$ cat config.mk
export PLATFORM = sky130hd
export DESIGN_NAME = alu_exec_unit
export DESIGN_NICKNAME = d
export VERILOG_FILES = /design/src/rtl/alu_exec_unit.sv
export SDC_FILE = /design/constraint.sdc
export NUM_CORES = 2
export LEC_CHECK = 0
export ABC_AREA = 1
export BUFFER_PORTS_ARGS = -buffer_cell sky130_fd_sc_hd__buf_2
export CAP_MARGIN = 5
export CORE_ASPECT_RATIO = 1.4
export CORE_UTILIZATION = 55
export CTS_BUF_LIST = sky130_fd_sc_hd__clkbuf_8
export DETAILED_ROUTE_END_ITERATION = 10
export PLACE_DENSITY = 0.74
export SLEW_MARGIN = 0
export SYNTH_ARGS = -nofsm -noshare
export SYNTH_HDL_FRONTEND = slang
export SYNTH_SLANG_ARGS = --single-unit
$ cat constraint.sdc
create_clock -name clk -period 4.4 [get_ports clk]
set_input_delay 1.1 -clock clk [delete_from_list [all_inputs] [get_ports clk]]
set_output_delay 1.1 -clock clk [all_outputs]
set_load 0.005 [all_outputs]
$ cat src/rtl/alu_exec_unit.sv
// ---------------------------------------------------------------------------
// alu_exec_unit
//   EX-stage integer unit. It decodes the ALU operation and executes it behind
//   a valid/ready handshake. Single-cycle ops register their result one cycle
//   after accept. MUL runs an iterative shift-add loop that retires MUL_BITS
//   multiplier bits per cycle. A registered result is held while the consumer
//   stalls.
//
// Ports
//   clk        rising-edge clock
//   reset_n    asynchronous active-low reset
//   in_valid   operands/op presented          in_ready   unit can accept
//   ALUOp      main-decoder class             Funct      {funct7[5], funct3}
//   m_ext      funct7[0], M-extension select
//   a, b       operands (b may be an immediate)
//   out_valid  result valid                   out_ready  consumer accepts
//   result     registered result              Operation  registered opcode
//   zero       result == 0, registered with result
// ---------------------------------------------------------------------------
module alu_exec_unit #(
  parameter int XLEN     = 64,
  parameter bit MUL_EN   = 1'b1,
  parameter int MUL_BITS = 1
) (
  input  logic            clk,
  input  logic            reset_n,
  input  logic            in_valid,
  output logic            in_ready,
  input  logic [1:0]      ALUOp,
  input  logic [3:0]      Funct,
  input  logic            m_ext,
  input  logic [XLEN-1:0] a,
  input  logic [XLEN-1:0] b,
  output logic            out_valid,
  input  logic            out_ready,
  output logic [XLEN-1:0] result,
  output logic [3:0]      Operation,
  output logic            zero
);

  localparam int SHW   = $clog2(XLEN);
  localparam int STEPS = XLEN / MUL_BITS;
  localparam int CW    = $clog2(STEPS + 1);

  typedef enum logic [3:0] {
    OP_AND  = 4'b0000, OP_OR   = 4'b0001, OP_ADD = 4'b0010, OP_XOR = 4'b0011,
    OP_SRL  = 4'b0100, OP_SRA  = 4'b0101, OP_SUB = 4'b0110, OP_SLT = 4'b0111,
    OP_SLL  = 4'b1000, OP_SLTU = 4'b1001, OP_MUL = 4'b1010
  } op_e;

  typedef enum logic {S_IDLE, S_MUL} state_e;

  state_e          state, state_next;
  op_e             op_dec;
  logic [XLEN-1:0] alu_res;
  logic [SHW-1:0]  shamt;
  logic [XLEN-1:0] mcand, mplier, acc, acc_step;
  logic [CW-1:0]   count;
  logic            accept;

  assign shamt    = b[SHW-1:0];
  assign in_ready = (state == S_IDLE) && (!out_valid || out_ready);
  assign accept   = in_valid && in_ready;

  // Operation decode.
  // NOTE: the default at the top assigns op_dec on every path, so no latch can be inferred.
  always_comb begin
    op_dec = OP_ADD;
    case (ALUOp)
      2'b00: begin
        if (Funct[2:0] == 3'b001)      op_dec = OP_SLL;
        else if (Funct[2:0] == 3'b101) op_dec = Funct[3] ? OP_SRA : OP_SRL;
      end
      2'b01: op_dec = OP_SUB;
      2'b10: begin
        if (MUL_EN && m_ext && Funct[2:0] == 3'b000) begin
          op_dec = OP_MUL;
        end else begin
          case (Funct)
            4'b0000: op_dec = OP_ADD;
            4'b1000: op_dec = OP_SUB;
            4'b0111: op_dec = OP_AND;
            4'b0110: op_dec = OP_OR;
            4'b0100: op_dec = OP_XOR;
            4'b0001: op_dec = OP_SLL;
            4'b0101: op_dec = OP_SRL;
            4'b1101: op_dec = OP_SRA;
            4'b0010: op_dec = OP_SLT;
            4'b0011: op_dec = OP_SLTU;
            default: op_dec = OP_ADD;
          endcase
        end
      end
      default: op_dec = OP_ADD;
    endcase
  end

  // Single-cycle datapath. MUL never reaches this path.
  always_comb begin
    alu_res = a + b;
    case (op_dec)
      OP_AND:  alu_res = a & b;
      OP_OR:   alu_res = a | b;
      OP_XOR:  alu_res = a ^ b;
      OP_SUB:  alu_res = a - b;
      OP_SLL:  alu_res = a << shamt;
      OP_SRL:  alu_res = a >> shamt;
      OP_SRA:  alu_res = $signed(a) >>> shamt;
      OP_SLT:  alu_res = {{(XLEN-1){1'b0}}, $signed(a) < $signed(b)};
      OP_SLTU: alu_res = {{(XLEN-1){1'b0}}, a < b};
      default: alu_res = a + b;
    endcase
  end

  // One multiplier step: add the partial products of the low MUL_BITS multiplier bits.
  // NOTE: blocking assignments chain the partial sums inside combinational logic.
  always_comb begin
    acc_step = acc;
    for (int i = 0; i < MUL_BITS; i++) begin
      if (mplier[i]) acc_step = acc_step + (mcand << i);
    end
  end

  // NOTE: sequential state uses non-blocking assignments, so every register samples pre-edge values.
  always_ff @(posedge clk or negedge reset_n) begin
    if (!reset_n) state <= S_IDLE;
    else          state <= state_next;
  end

  always_comb begin
    state_next = state;
    case (state)
      S_IDLE:  if (accept && op_dec == OP_MUL) state_next = S_MUL;
      S_MUL:   if (count == CW'(1))            state_next = S_IDLE;
      default: state_next = S_IDLE;
    endcase
  end

  // Result, handshake and multiplier registers.
  // NOTE: the multiplier work registers get a reset too. A reset during MUL then leaves nothing stale behind.
  always_ff @(posedge clk or negedge reset_n) begin
    if (!reset_n) begin
      out_valid <= 1'b0;
      result    <= '0;
      Operation <= OP_ADD;
      zero      <= 1'b1;
      count     <= '0;
      mcand     <= '0;
      mplier    <= '0;
      acc       <= '0;
    end else if (state == S_MUL) begin
      acc    <= acc_step;
      mcand  <= mcand << MUL_BITS;
      mplier <= mplier >> MUL_BITS;
      count  <= count - CW'(1);
      if (count == CW'(1)) begin
        result    <= acc_step;
        Operation <= OP_MUL;
        zero      <= (acc_step == '0);
        out_valid <= 1'b1;
      end
    end else if (accept) begin
      if (op_dec == OP_MUL) begin
        mcand     <= a;
        mplier    <= b;
        acc       <= '0;
        count     <= CW'(STEPS);
        out_valid <= 1'b0;  // an accept implies any previous result is consumed
      end else begin
        result    <= alu_res;
        Operation <= op_dec;
        zero      <= (alu_res == '0);
        out_valid <= 1'b1;
      end
    end else if (out_ready) begin
      out_valid <= 1'b0;
    end
  end

endmodule

==> results of run 1 <==
## kinds of logic after synthesis
group / after synthesis / synth area share, %
AOI/OAI and AO/OA: 870 / 11.89
xor gates and xnor gates: 40 / 0.8395
adders and majority gates: 261 / 7.880
buffers and inverters: 1393 / 12.97
DFF: 270 / 16.20
and+or+nand+nor: 4918 / 50.23
## layer usage
layer | track usage (%) | GRT overflow
met1 | 70.33 | 0
met4 | 74.59 | 100
met5 | 6.246 | 0
met3 | 43.55 | 0
met2 | 93.10 | 144
## per-stage QoR
stage,std cells,utilization (%)
floorplan,7752,-
global placement,9281,64.32
detailed placement,9281,64.32
CTS,9367,65.70
==> results.md, run 1 <==
* Count of input and output buffers at 209
* Mapped Nets at 8152
* Global routing usage summed across all routing layers at 69.59%
* Most instantiated flip-flop cell in the synthesis netlist: dfrtp_1
* Clock root buffer: clkbuf_8
* Area leader, netlist: nand2_1
* Max clock buf depth at 3
* Remaining global-route overflow at 244
* Exit stage: global routing
* Number of levels in the clock H-tree at 2
* Most frequent cell after synthesis: nand2_1
* Run status: aborted with a tool error
* Share of flip-flops with an asynchronous set or reset at 100.0%
* CTS Hold Buffers Added at 0
* Synth area leaders: nand2_1 (21%), nand3_1 (18%), dfrtp_1 (16%)
* Sequential fraction of the synthesis area at 16.20%
* Synthesized netlist cell count at 7752
* Number of placement rows at 119
* Commonest cells in the synthesized netlist: nand2_1 (2346), nand3_1 (1481), inv_1 (1016), nor2_1 (846), a21oi_1 (319)
* Combined area of all synthesized cells at 41730 um^2
* Number of flops mapped to enable cells by yosys at 0
* Initial Utilization at 55.50%
* Top-level port count at 210
* Total of warnings raised by yosys at 0
* Post-cts sizing count at 0
* Horiz. Die Dim at 234.8 um
* Global-route wire length before repair at 401600 um
* Post-Syn Area per Cell at 5.383 um^2
* Area fraction of the dominant cell type after synthesis at 21.10%
* Synth unique cells at 51
* Post-detailed-placement cell area at 48360 um^2
* Largest net degree at the start of global routing at 120
* Total number of clock tree sinks at 270
* Clock buffers created by TritonCTS at 48
* Pre-CTS worst setup slack at -0.3439 ns
* Final weighted congestion of routability-driven global placement at 1.336
* Chip height at 327.9 um
* First reported error: [ERROR GRT-0116] Global routing finished with congestion. Check the congestion regions in the DRC Viewer.
* Via count of the first global-routing pass at 60630
* Register bit count reported by yosys at 270
* Number of buffers added for setup after CTS at 0
* Detailed placement HPWL at 199700 um
==> run 2, diff against run 1 <==
--- a/config.mk
+++ b/config.mk
@@ -8,11 +8,9 @@
 export ABC_AREA = 1
 export BUFFER_PORTS_ARGS = -buffer_cell sky130_fd_sc_hd__buf_2
 export CAP_MARGIN = 5
-export CORE_ASPECT_RATIO = 1.4
-export CORE_UTILIZATION = 55
-export CTS_BUF_LIST = sky130_fd_sc_hd__clkbuf_8
+export CORE_UTILIZATION = 40
 export DETAILED_ROUTE_END_ITERATION = 10
-export PLACE_DENSITY = 0.74
+export PLACE_DENSITY_LB_ADDON = 0.15
 export SLEW_MARGIN = 0
 export SYNTH_ARGS = -nofsm -noshare
 export SYNTH_HDL_FRONTEND = slang
==> run 2 against run 1 <==
Compared with the run above: the flow now finishes, with violations (DRC, setup timing); synthesized cell count stayed put; synthesized area stayed put.
==> results.md, run 2 <==
* Worst-path clk slew at 0.07 ns
* Clock buffers created by TritonCTS at 35
* Area leader, netlist: nand2_1
* Startpoint of the lowest-slack register-to-register path: mcand[6]
* Drt total wl at 281400 um
* Core area at 103500 um^2
* Clock root buffer: clkbuf_16
* Share of flip-flops with an asynchronous set or reset at 100.0%
* Register bit count reported by yosys at 270
* Number of buffers added for setup after CTS at 0
* Final weighted congestion of routability-driven global placement at 1.185
* Most instantiated flip-flop cell in the synthesis netlist: dfrtp_1
* Min-delay src: result[1]
* Share of layout cells above drive strength 1 at 18.39%
* Crit path to: zero
* Clock share of power at 27.8%
* CTS Hold Buffers Added at 0
* Worst Path Required at 4.95 ns
* Worst hold slack at 0.4759 ns
* Count of input and output buffers at 209
* Multi-input logic area at 29610 um^2
* Worst-margin pin slew at 0.9648 ns
* Routed WL per cell at 27.17 um
* CP Class: in2reg
* Max clock buf depth at 3
* Share of the cycle needed by the critical path after routing at 100.8%
* Number of hold violations in the final report at 0
* Synth-to-Final Area Change at 31.63%
* Max_slew headroom at 35.00%
* Unrepaired setup endpoints after global routing: no
* Routed vias/inst at 5.908
* Final Skew at 0.02966 ns
* Min-delay worst type: reg2reg
* Sw Ratio at 44.52%
* Combinational Power Share at 50.7%
* Max Fanout on Critical Path at 27
* Initial drt markers at 10200
* Net switching power at 5162 uW
* Area of all sequential standard cells at 6764 um^2
* Worst vdd ir at 0.3215 mV
* Power per standard cell area at 211.1 nW/um^2
* Largest net degree at the start of global routing at 94
* Chip height at 325.0 um
* R2R depth at 22
* Top cell family by delay on the critical path: simple AND/OR/NAND/NOR gates
* R2r endpoint: zero
* Detailed-route via count at 61170
* Most frequent cell on the critical path: nand2_1
* Commonest non-fill, non-tap cells in the layout: nand2_1 (2346), nand3_1 (1479), buf_4 (1230)
* Static leakage at 0.03200 uW
* # nets final at 9341
* Pre-CTS worst setup slack at -0.4902 ns
* Min-Delay Path Depth at 2
* Horiz. Die Dim at 325.0 um
* Post-Syn Area per Cell at 5.383 um^2
* Setup-failing EPs final at 1
* Mapped Nets at 8152
* Post-detailed-route count of antenna-violating nets at 0
* Clock tree from TritonCTS: done
* Synth area leaders: nand2_1 (21%), nand3_1 (18%), dfrtp_1 (16%)
* Minimum clock period at 4.433 ns
* Sum of internal, switching and leakage power at 11600 uW
* Commonest cells in the synthesized netlist: nand2_1 (2346), nand3_1 (1481), inv_1 (1016), nor2_1 (846), a21oi_1 (319)
* Remaining global-route overflow at 0
* # DRC at 4
* Violations in the final reports: DRC, setup timing
* Global-route wire length before repair at 389600 um
* Run status: finished with violations
* Detailed placement HPWL at 237000 um
* Most frequent cell after synthesis: nand2_1
* Critical Path Source: b[0]
* Number of flops mapped to enable cells by yosys at 0
* Initial antenna violation count at 30
* Synthesized netlist cell count at 7752
* Number of levels in the clock H-tree at 2
* Number of max-cap violations at 0
* First-pass detailed-route iteration total at 11
* Worst-case setup margin in the final layout at -0.03339 ns
* Initial Utilization at 40.32%
* Area fraction of the dominant cell type after synthesis at 21.10%
* Crit path DAT at 4.99 ns
* Total of warnings raised by yosys at 0
* Number of placement rows at 118
* Commonest non-fill, non-tap cell in the layout: nand2_1
* Sequential fraction of the synthesis area at 16.20%
* Synth unique cells at 51
* Global routing usage summed across all routing layers at 51.08%
* Flop pwr share at 21.5%
* Buffer and inverter count on the worst path at 6
* Max-slew violation total from the final report at 0
* Category of the worst setup path launch point: primary input
* Via count of the first global-routing pass at 56850
* Combined area of all synthesized cells at 41730 um^2
* Clock latency reported for the late side of the worst-skew pair at 0.62 ns
* Fill cells at 10940
* Slowest cell on crit path: buf_2
* Slack of the worst reg-to-reg path at 0.31 ns
* Die area at 105600 um^2
* Peak clock frequency supported by timing at 225.6 MHz
* Critical Path Stages at 27
* Total number of clock tree sinks at 270
* Biggest cell delay along the critical path at 0.36 ns
* Type of element capturing the critical path: flip-flop
* Top-level port count at 210
* Internal portion of total power at 6433 uW
==> run 2: cell counts after synthesis <==
No cell type changed its count.
==> run 2: metrics by stage <==
step / util (%) / cell area [um^2] / cells / TNS (ns)
after global placement: 51.84 / 53650 / 10280 / -0.5660
after detailed placement: 51.84 / 53650 / 10280 / -0.5964
final: 53.07 / 54930 / 10350 / -0.03339
after floorplan: - / 41730 / 7752 / 0
after global routing: 53.06 / 54920 / 10350 / 0
after CTS: 53.05 / 54900 / 10350 / 0
==> run 2: worst min path at each step <==
| stage | slack (ns) | endpoint |
|---|---|---|
| floorplan | 0.45 | count[4] |
| global placement | 0.46 | result[0] |
| detailed placement | 0.46 | result[1] |
| CTS | 0.48 | result[1] |
| global route | 0.50 | result[14] |
| finish | 0.48 | result[1] |
==> run 2: layer usage <==
| layer | wire length (um) | part of all wire, % | global-route usage (%) |
|---|---|---|---|
| met1 | 99930 | 36 | 60.16 |
| met4 | 28290 | 10 | 41.59 |
| met2 | 115000 | 41 | 75.67 |
| met3 | 38020 | 14 | 16.65 |
| met5 | 158 | 0.056 | 0 |
==> run 2: repair_timing <==
item | 4_1_cts | 5_1_grt
setup endpoints to repair | 0 | 1
endpoints found under the hold margin | 0 | 0
resized for setup | 0 | 3
==> run 2: area by class of cell <==
class                           instances  area share (%)
Tap cell                             1380           3.143
Clock buffer                           45           1.717
Timing Repair Buffer                 1503           21.17
Inverter                             1042           7.157
Antenna cell                            7         0.03189
Sequential cell                       270           12.31
Clock inverter                         18          0.5512
Multi-Input combinational cell       6089           53.91
==> run 2: worst min-delay path: cells and delay by family (launching register included) <==
kind             cells  cell delay [ns]
flip-flops           1             0.33
AND/OR/NAND/NOR      2             0.11
==> run 2: logic make-up after synthesis <==
kind of cell | Yosys count | synth area share (%)
xor+xnor | 40 | 0.8395
compound gates | 870 | 11.89
simple gates | 4918 | 50.23
flops | 270 | 16.20
buf+inv | 1393 | 12.97
fa+ha+maj | 261 | 7.880
==> run 2: power groups by stage <==
stage	logic (uW)	registers (uW)	clock network, uW
after floorplan	2370	2540	0
after global placement	5490	2540	0
after global routing	6050	2500	3300
after CTS	5520	2500	3220
after detailed placement	5500	2540	0
final	5870	2500	3230
Note: power is estimated with default switching activity, not from simulation.
